File: src/rtl/freq_div_pkg.sv
// Shared types and constants for the programmable clock divider.
package freq_div_pkg;

    typedef enum logic [1:0] {
        ST_IDLE  = 2'd0,
        ST_RUN   = 2'd1,
        ST_DRAIN = 2'd2
    } state_t;

    // Smallest divide ratio that yields a real output period.
    localparam int unsigned MIN_DIV = 2;

endpackage

File: src/rtl/freq_div_counter.sv
// Period counter: counts 0..div-1 and wraps; exposes its next value so the
// controller can register outputs aligned with the count.
module freq_div_counter #(
    parameter int unsigned CNT_W = 16
) (
    input  logic             clk,
    input  logic             reset,
    input  logic             clr,
    input  logic             en,
    input  logic [CNT_W-1:0] div,
    output logic [CNT_W-1:0] cnt_nx_c,
    output logic             wrap_c
);

    logic [CNT_W-1:0] cnt;

    assign wrap_c = (cnt == div - CNT_W'(1));

    // Next count: clear wins, otherwise advance/wrap while enabled.
    always_comb begin
        cnt_nx_c = cnt;
        if (clr) begin
            cnt_nx_c = '0;
        end else if (en) begin
            cnt_nx_c = wrap_c ? '0 : cnt + CNT_W'(1);
        end
    end

    // Count register.
    always_ff @(posedge clk or posedge reset) begin
        if (reset) begin
            cnt <= '0;
        end else begin
            cnt <= cnt_nx_c;
        end
    end

endmodule

File: src/rtl/freq_div_ctrl.sv
// Programmable clock divider: FSM, ratio configuration and registered outputs.
module freq_div_ctrl
    import freq_div_pkg::*;
#(
    parameter int unsigned CNT_W       = 16,
    parameter int unsigned DEFAULT_DIV = 10
) (
    input  logic             clk,
    input  logic             reset,
    input  logic             run,
    input  logic             cfg_valid,
    input  logic [CNT_W-1:0] cfg_div,
    output logic             cfg_ready,
    output logic             cfg_err,
    output logic             clk_div_out,
    output logic             tick,
    output logic             busy
);

    state_t           state, state_nx;
    logic [CNT_W-1:0] div_act, div_nx;
    logic [CNT_W-1:0] pend_div, pend_nx;
    logic             pend_vld, pv_nx;
    logic             accept, legal, wrap;
    logic             cnt_clr, cnt_en;
    logic [CNT_W-1:0] cnt_nx_c;
    logic             cnt_wrap_c;
    logic             live;
    logic             clk_nx, tick_nx, rdy_nx, err_nx;

    freq_div_counter #(.CNT_W(CNT_W)) u_counter (
        .clk      (clk),
        .reset    (reset),
        .clr      (cnt_clr),
        .en       (cnt_en),
        .div      (div_act),
        .cnt_nx_c (cnt_nx_c),
        .wrap_c   (cnt_wrap_c)
    );

    assign accept = cfg_valid && cfg_ready;
    assign legal  = (cfg_div >= CNT_W'(MIN_DIV));
    assign wrap   = (state != ST_IDLE) && cnt_wrap_c;

    // Next state and ratio bookkeeping.
    always_comb begin
        state_nx = state;
        div_nx   = div_act;
        pend_nx  = pend_div;
        pv_nx    = pend_vld;
        unique case (state)
            ST_IDLE:  if (run) state_nx = ST_RUN;
            ST_RUN:   if (!run) state_nx = ST_DRAIN;
            ST_DRAIN: begin
                if (run) begin
                    state_nx = ST_RUN;
                end else if (wrap) begin
                    state_nx = ST_IDLE;
                end
            end
            default:  state_nx = ST_IDLE;
        endcase
        if (state == ST_IDLE) begin
            // No period in flight: ratios take effect immediately.
            if (pend_vld) begin
                div_nx = pend_div;
                pv_nx  = 1'b0;
            end
            if (accept && legal) div_nx = cfg_div;
        end else begin
            // Mid-period: park the new ratio until the period boundary.
            if (wrap && pend_vld) begin
                div_nx = pend_div;
                pv_nx  = 1'b0;
            end
            if (accept && legal) begin
                pend_nx = cfg_div;
                pv_nx   = 1'b1;
            end
        end
    end

    assign cnt_clr = (state_nx == ST_IDLE);
    assign cnt_en  = (state != ST_IDLE);

    // Output values for the coming cycle, aligned with the next count.
    always_comb begin
        live    = (state_nx != ST_IDLE);
        clk_nx  = live && (cnt_nx_c < (div_nx >> 1));
        tick_nx = live && (cnt_nx_c == '0);
        rdy_nx  = !live || !pv_nx;
        err_nx  = accept && !legal;
    end

    // FSM state register.
    always_ff @(posedge clk or posedge reset) begin
        if (reset) begin
            state <= ST_IDLE;
        end else begin
            state <= state_nx;
        end
    end

    // Ratio registers and registered outputs.
    always_ff @(posedge clk or posedge reset) begin
        if (reset) begin
            div_act     <= CNT_W'(DEFAULT_DIV);
            pend_div    <= '0;
            pend_vld    <= 1'b0;
            clk_div_out <= 1'b0;
            tick        <= 1'b0;
            busy        <= 1'b0;
            cfg_ready   <= 1'b0;
            cfg_err     <= 1'b0;
        end else begin
            div_act     <= div_nx;
            pend_div    <= pend_nx;
            pend_vld    <= pv_nx;
            clk_div_out <= clk_nx;
            tick        <= tick_nx;
            busy        <= live;
            cfg_ready   <= rdy_nx;
            cfg_err     <= err_nx;
        end
    end

endmodule

File: config.mk
export PLATFORM = sky130hd
export DESIGN_NAME = freq_div_ctrl
export DESIGN_NICKNAME = d
export VERILOG_FILES = /design/src/rtl/freq_div_pkg.sv /design/src/rtl/freq_div_counter.sv /design/src/rtl/freq_div_ctrl.sv
export SDC_FILE = /design/constraint.sdc
export NUM_CORES = 1
export LEC_CHECK = 0
export BUFFER_PORTS_ARGS = -buffer_cell sky130_fd_sc_hd__buf_2
export CORE_UTILIZATION = 47
export CTS_CLUSTER_SIZE = 10
export DETAILED_ROUTE_END_ITERATION = 7
export GPL_TIMING_DRIVEN = 0
export MAX_ROUTING_LAYER = met4
export PLACE_DENSITY_LB_ADDON = 0.1
export SETUP_SLACK_MARGIN = 0.1
export SLEW_MARGIN = 10
export SYNTH_ARGS = -nofsm -noshare
export SYNTH_HDL_FRONTEND = slang
export SYNTH_SLANG_ARGS = --single-unit
File: constraint.sdc
create_clock -name clk -period 12.6 [get_ports clk]
set_input_delay 0 -clock clk [delete_from_list [all_inputs] [get_ports clk]]
set_output_delay 0 -clock clk [all_outputs]
set_load 0.005 [all_outputs]
==> flow_summary.ini, run 1 <==
[cts]
cts_sinks = 56
clock_latency_ps = 320
ctsLongestPathBuffers = 2
cts.htree.levels = 2
cts.clk_slew.worst_paths_ps = 110
cts_tree = yes
cts_made_buffers = 5
cts_resized = 0
root_buffer = clkbuf_8

[min_path]
hold_path.class = in2async

[timing]
setup_slack_ps = 7046
slew_headroom_pct = 54.12
clock-skew-final_ps = 10.35
clock.fmax_mhz = 180.0
worst_slew_pin_slew_ps = 688.1
rsz0062_at_grt = no
final_max_slew_viol_count = 0
final.min_clock_period_ps = 5554
tns_ps = 0
whs_ps = 310.0
hold_viol = 0
timing.final.crit_share_pct = 44.08
setup_viol = 0

[worst_setup_path]
critPathKind = reg2reg
critPathRequiredTime_ps = 12830
crit_start = div_act[5]
r2r_start = div_act[5]
worstSetupEndpointType = flip-flop
reg2reg_to = clk_div_out
arrival_ps = 5790
rr_worst_depth = 17
start_kind = flip-flop
rrSetupSlack_ps = 7050
path_max_fanout = 10

[final_layout]
n_antenna_cell = 0
multiInputGateArea_um2 = 2590
layout-drive-gt1-share_pct = 14.77
regArea_um2 = 1404
layout-area-overhead-vs-synth_pct = 13.62
layout.nets = 563
n_fill_cell = 760

[logic_synthesis]
postSynthNetCount = 511
synth_top_area_cell = dfrtp_1
yosysSeqAreaShare_pct = 33.82
synth_edf_count = 0
ys_warn_count = 0
async_flop_share_pct = 100.0
yosys-top-cells-area = dfrtp_1, nor2_1, mux2i_1, mux2_2, ha_1
yosysMostFrequentCell = nor2_1
synth_top_area_share_pct = 32.55
syn_area_um2 = 4151
ys_ff_latch = 56
yosysUniqueCellTypes = 63
synth.cells.most_frequent = nor2_1, dfrtp_1, mux2i_1, a21oi_1, nand2_1
netlist_instances = 475
synth_ff_type = dfrtp_1
syn_avg_cell_area_um2 = 8.740

[job]
max_cap_violations = 0

[routing]
first_pass_iters = 4
drc_errors = 0
detail-route-antenna-nets = 0
routed_via_density = 5.807
drt_wl_total_mm = 11.12
wl_per_cell_um = 17.57
drtIter0Drc = 176
vias = 3676

[placed_design]
dpl.hpwl_mm = 8.611
place_congestion = 0.8938
portBuffers = 24
place_ws_ps = 7099

[global_route]
gr-total-overflow = 0
grt_max_degree = 31
track_usage_pct = 26.93
grt_pass1_vias = 3589
grt_pass1_wl_mm = 18.10
antenna_found_initial = 0

[status]
status = finished, final reports clean

[pwr]
power_density_nw_per_um2 = 134.5
p_leak_uw = 0.002040
peakVddDrop_uv = 77.05

[floorplanning]
initial_utilization_pct = 49.53
die_w_um = 95.99
core_um2 = 8382
num_io_pins = 25
placementRows = 33
die_y_um = 95.99
dieArea_um2 = 9213
==> power breakdown <==
part	total, uW	switching (uW)	internal (uW)
Combinational	275	155	121
Clock	109	63.6	45.0
Sequential	251	37.6	213
==> per-stage QoR <==
step                      utilization [%]  power, uW  cells  area (um^2)
after floorplan                         -      448.1    475         4151
after global placement              52.53      508.9    604         4403
after detailed placement            52.77      520.2    605         4423
after CTS                           56.28      632.7    633         4717
after global routing                56.28      674.9    633         4717
final                               56.28      634.6    633         4717
==> cell type report <==
| cell class | count | share of cell area (%) |
|---|---|---|
| tap | 105 | 2.785 |
| clock inverter | 1 | 0.1592 |
| inverter | 5 | 0.3979 |
| sequential | 56 | 29.76 |
| multi-input combinational | 382 | 54.91 |
| buffer | 32 | 2.944 |
| clock buffer | 7 | 1.830 |
| timing repair buffer | 45 | 7.215 |
==> registers in the layout, indices dropped and copies added, names as in the netlist <==
name	cells
div_act	16
cfg_ready	1
cfg_err	1
pend_div	16
state	2
tick	1
pend_vld	1
u_counter.cnt	16
clk_div_out	1
busy	1
==> cell usage in the layout, fill, tap and decap left out, types with 5 or more instances in the layout <==
master         count
a21oi_1           29
buf_2             27
clkbuf_1          24
clkbuf_8           6
dfrtp_1           54
dlygate4sd3_1     20
ha_1              16
mux2_2            18
mux2i_1           31
nand2_1           24
nand2b_1           8
nand3_1           10
nand4_1           12
nor2_1            89
nor2b_1            6
nor3_1            10
nor4_1             9
o211ai_1           5
o21ai_0            7
or2_1              7
or2_2             10
or3_1              5
xnor2_1           15
xor2_1            15
==> cells by family after synthesis <==
logic type	share of synthesized area (%)
buf+inv	3.797
flops	33.82
mux	12.36
xor+xnor	6.872
compound gates	11.81
fa+ha+maj	4.822
simple gates	26.52
==> worst max-delay path, cell delays in order, from the launching register on <==
cell	delay, ps
dfrtp_1	520
nor4_4	470
nand4_1	260
or4_1	560
o211ai_1	230
o21ai_0	280
o2bb2ai_1	190
o31a_1	380
clkbuf_1	430
nor2_1	160
ha_1	340
a21o_1	170
a21o_1	170
a21oi_1	280
and3b_1	260
nand3_1	110
or4b_1	510
a31oi_1	160
==> worst max-delay path by stage <==
| stage | to | depth (start not counted) | slack [ps] |
|---|---|---|---|
| 2_1_floorplan | clk_div_out | 19 | 8270 |
| 3_5_place_dp | clk_div_out | 17 | 7100 |
| 6_report | clk_div_out | 17 | 7050 |
| 5_1_grt | clk_div_out | 17 | 6590 |
| 4_1_cts | clk_div_out | 17 | 7060 |
| 3_3_place_gp | clk_div_out | 17 | 7170 |
==> layer usage <==
layer / global-route usage, % / vias up / share of wire (%)
met4: 8.582 / 0 / 1.5
li1: - / 1796 / -
met5: - / - / 0
met1: 36.01 / 1768 / 48
met2: 42.73 / 97 / 47
met3: 3.002 / 15 / 3.9
==> timing repair <==
item,in CTS,in global routing
buffers inserted,0,0
hold endpoints to repair,45,0
hold buffers,20,0
Note: power is estimated with default switching activity, not from simulation.
==> inputs of run 2 (changes only) <==
clock period = 5.64 ns   (was 12.6 ns; I/O delays follow)
==> run 2 against run 1 <==
Compared with the run above:
- die area stayed put
- clock power up 120%
- register-to-register slack lost 6500 ps
- clock skew barely moved
- cell area up 0.61%
- wire length rose by 0.21%
- sequential share of layout area down 0.18 points
==> flow_summary.ini, run 2 (synthesized netlist as in run 1, its figures left out) <==
[cts]
cts_tree = yes
cts_sinks = 56
clock_latency_ps = 320
ctsLongestPathBuffers = 2
root_buffer = clkbuf_8
cts.clk_slew.worst_paths_ps = 110
cts.htree.levels = 2
cts_made_buffers = 5

[timing]
clock.fmax_mhz = 194.8
clock-skew-final_ps = 10.11
final.min_clock_period_ps = 5134
setup_viol = 0
timing.final.crit_share_pct = 91.03
hold_viol = 0
rsz0062_at_grt = no
worst_slew_pin_slew_ps = 690.0
slew_headroom_pct = 54.00
tns_ps = 0
whs_ps = 310.4
final_max_slew_viol_count = 0

[final_layout]
layout-area-overhead-vs-synth_pct = 14.32
n_antenna_cell = 0
top_regs = div_act x16, pend_div x16, u_counter.cnt x16
layout.nets = 566
layout-drive-gt1-share_pct = 15.44
fin_util_pct = 56.62
mostFrequentLayoutCells = nor2_1, dfrtp_1, mux2i_1
n_fill_cell = 761
final_common_cell = nor2_1

[floorplanning]
die_y_um = 95.99
core_um2 = 8382
initial_utilization_pct = 49.53
die_w_um = 95.99
dieArea_um2 = 9213
placementRows = 33
num_io_pins = 25

[worst_setup_path]
critPathKind = reg2reg
arrival_ps = 5370
critPathRequiredTime_ps = 5870
path_max_fanout = 10
cp_cell_sequence = inv_1 -> ha_1 -> and2b_1 -> nand4b_2 -> or3b_1 -> a31oi_2 -> o2111ai_2 -> nor2_4 -> buf_4 -> mux2i_1 -> nor2_1 -> nor2_1 -> ha_1 -> a21o_1 -> a21oi_1 -> and3b_1 -> nand3_1 -> or4b_1 -> a31oi_1
start_kind = flip-flop
crit_slowest_cell = or4b_1
slowest_delay_ps = 510
worstSetupEndpointType = flip-flop

[placed_design]
portBuffers = 24
dpl.hpwl_mm = 8.611
place_congestion = 0.8938

[global_route]
grt_pass1_wl_mm = 18.10
grt_pass1_vias = 3589
track_usage_pct = 26.93
grt_max_degree = 31
gr-total-overflow = 0
antenna_found_initial = 0

[min_path]
hold_path.class = in2async

[job]
max_cap_violations = 0

[routing]
drc_errors = 0
wl_per_cell_um = 17.53
drt_wl_total_mm = 11.15
detail-route-antenna-nets = 0
first_pass_iters = 4
drtIter0Drc = 180
routed_via_density = 5.814
vias = 3698

[pwr]
p_leak_uw = 0.002058
peakVddDrop_uv = 172.1
finalPower_uw = 1424
power_density_nw_per_um2 = 300.0

[status]
status = finished, final reports clean
==> run 2: layout make-up <==
type,instances,area [um^2],area share (%)
Multi-Input combinational cell,382,2595,54.68
Inverter,5,18.77,0.3955
Buffer,32,140.1,2.953
Sequential cell,56,1404,29.58
Clock buffer,7,86.33,1.819
Timing Repair Buffer,48,362.8,7.646
Tap cell,105,131.4,2.768
Clock inverter,1,7.507,0.1582
==> run 2: routing by layer <==
metal  track usage [%]  routed length [um]  share of wire [%]
met5                 -                   0                  0
met1             36.01                5269                 47
met3             3.002                 467                4.2
met4             8.582                 155                1.4
met2             42.73                5254                 47
==> run 2: final timing paths <==
kind | start | to | slack, ps | cells past startpoint
min in group clk | run | state[1] | 450 | 3
max in group asynchronous | reset | div_act[3] | 4680 | 4
worst max-delay path | div_act[0] | clk_div_out | 510 | 19
worst max register to register | div_act[0] | clk_div_out | 510 | 19
worst min-delay path | reset | pend_div[15] | 310 | 3
worst min register to register | pend_div[4] | pend_div[4] | 560 | 1
==> run 2: report_power, final <==
part           total, uW  internal [uW]  leakage (uW)  switching, uW
combinational        619            274       0.00131            346
sequential           560            476      0.000702           84.1
clock                244            101     0.0000445            144
total               1420            850       0.00206            573
==> run 2: per-stage QoR <==
step	cells	area (um^2)	setup WS [ps]
2_1_floorplan	475	4151	1307
3_3_place_gp	604	4403	208.4
3_5_place_dp	605	4423	139.4
4_1_cts	633	4718	270.3
5_1_grt	636	4746	95.19
6_report	636	4746	505.8
==> run 2: timing repair <==
item / CTS / global route
setup endpoints to repair: 1 / 1
pin swaps: 0 / 1
gates cloned: 0 / 0
endpoints found under the hold margin: 45 / 0
resized for setup: 1 / 2
buffers inserted: 0 / 3
hold buffers: 20 / 0
==> run 2: worst max-delay path: cells and delay by family, from the launching register on <==
kind	cells	cell delay, ps
flip-flops	1	450
AND/OR/NAND/NOR	9	2300
adder cells (fa/ha/maj)	2	540
multiplexers	1	200
AO/OA/AOI/OAI	5	1110
buffers and inverters	2	420
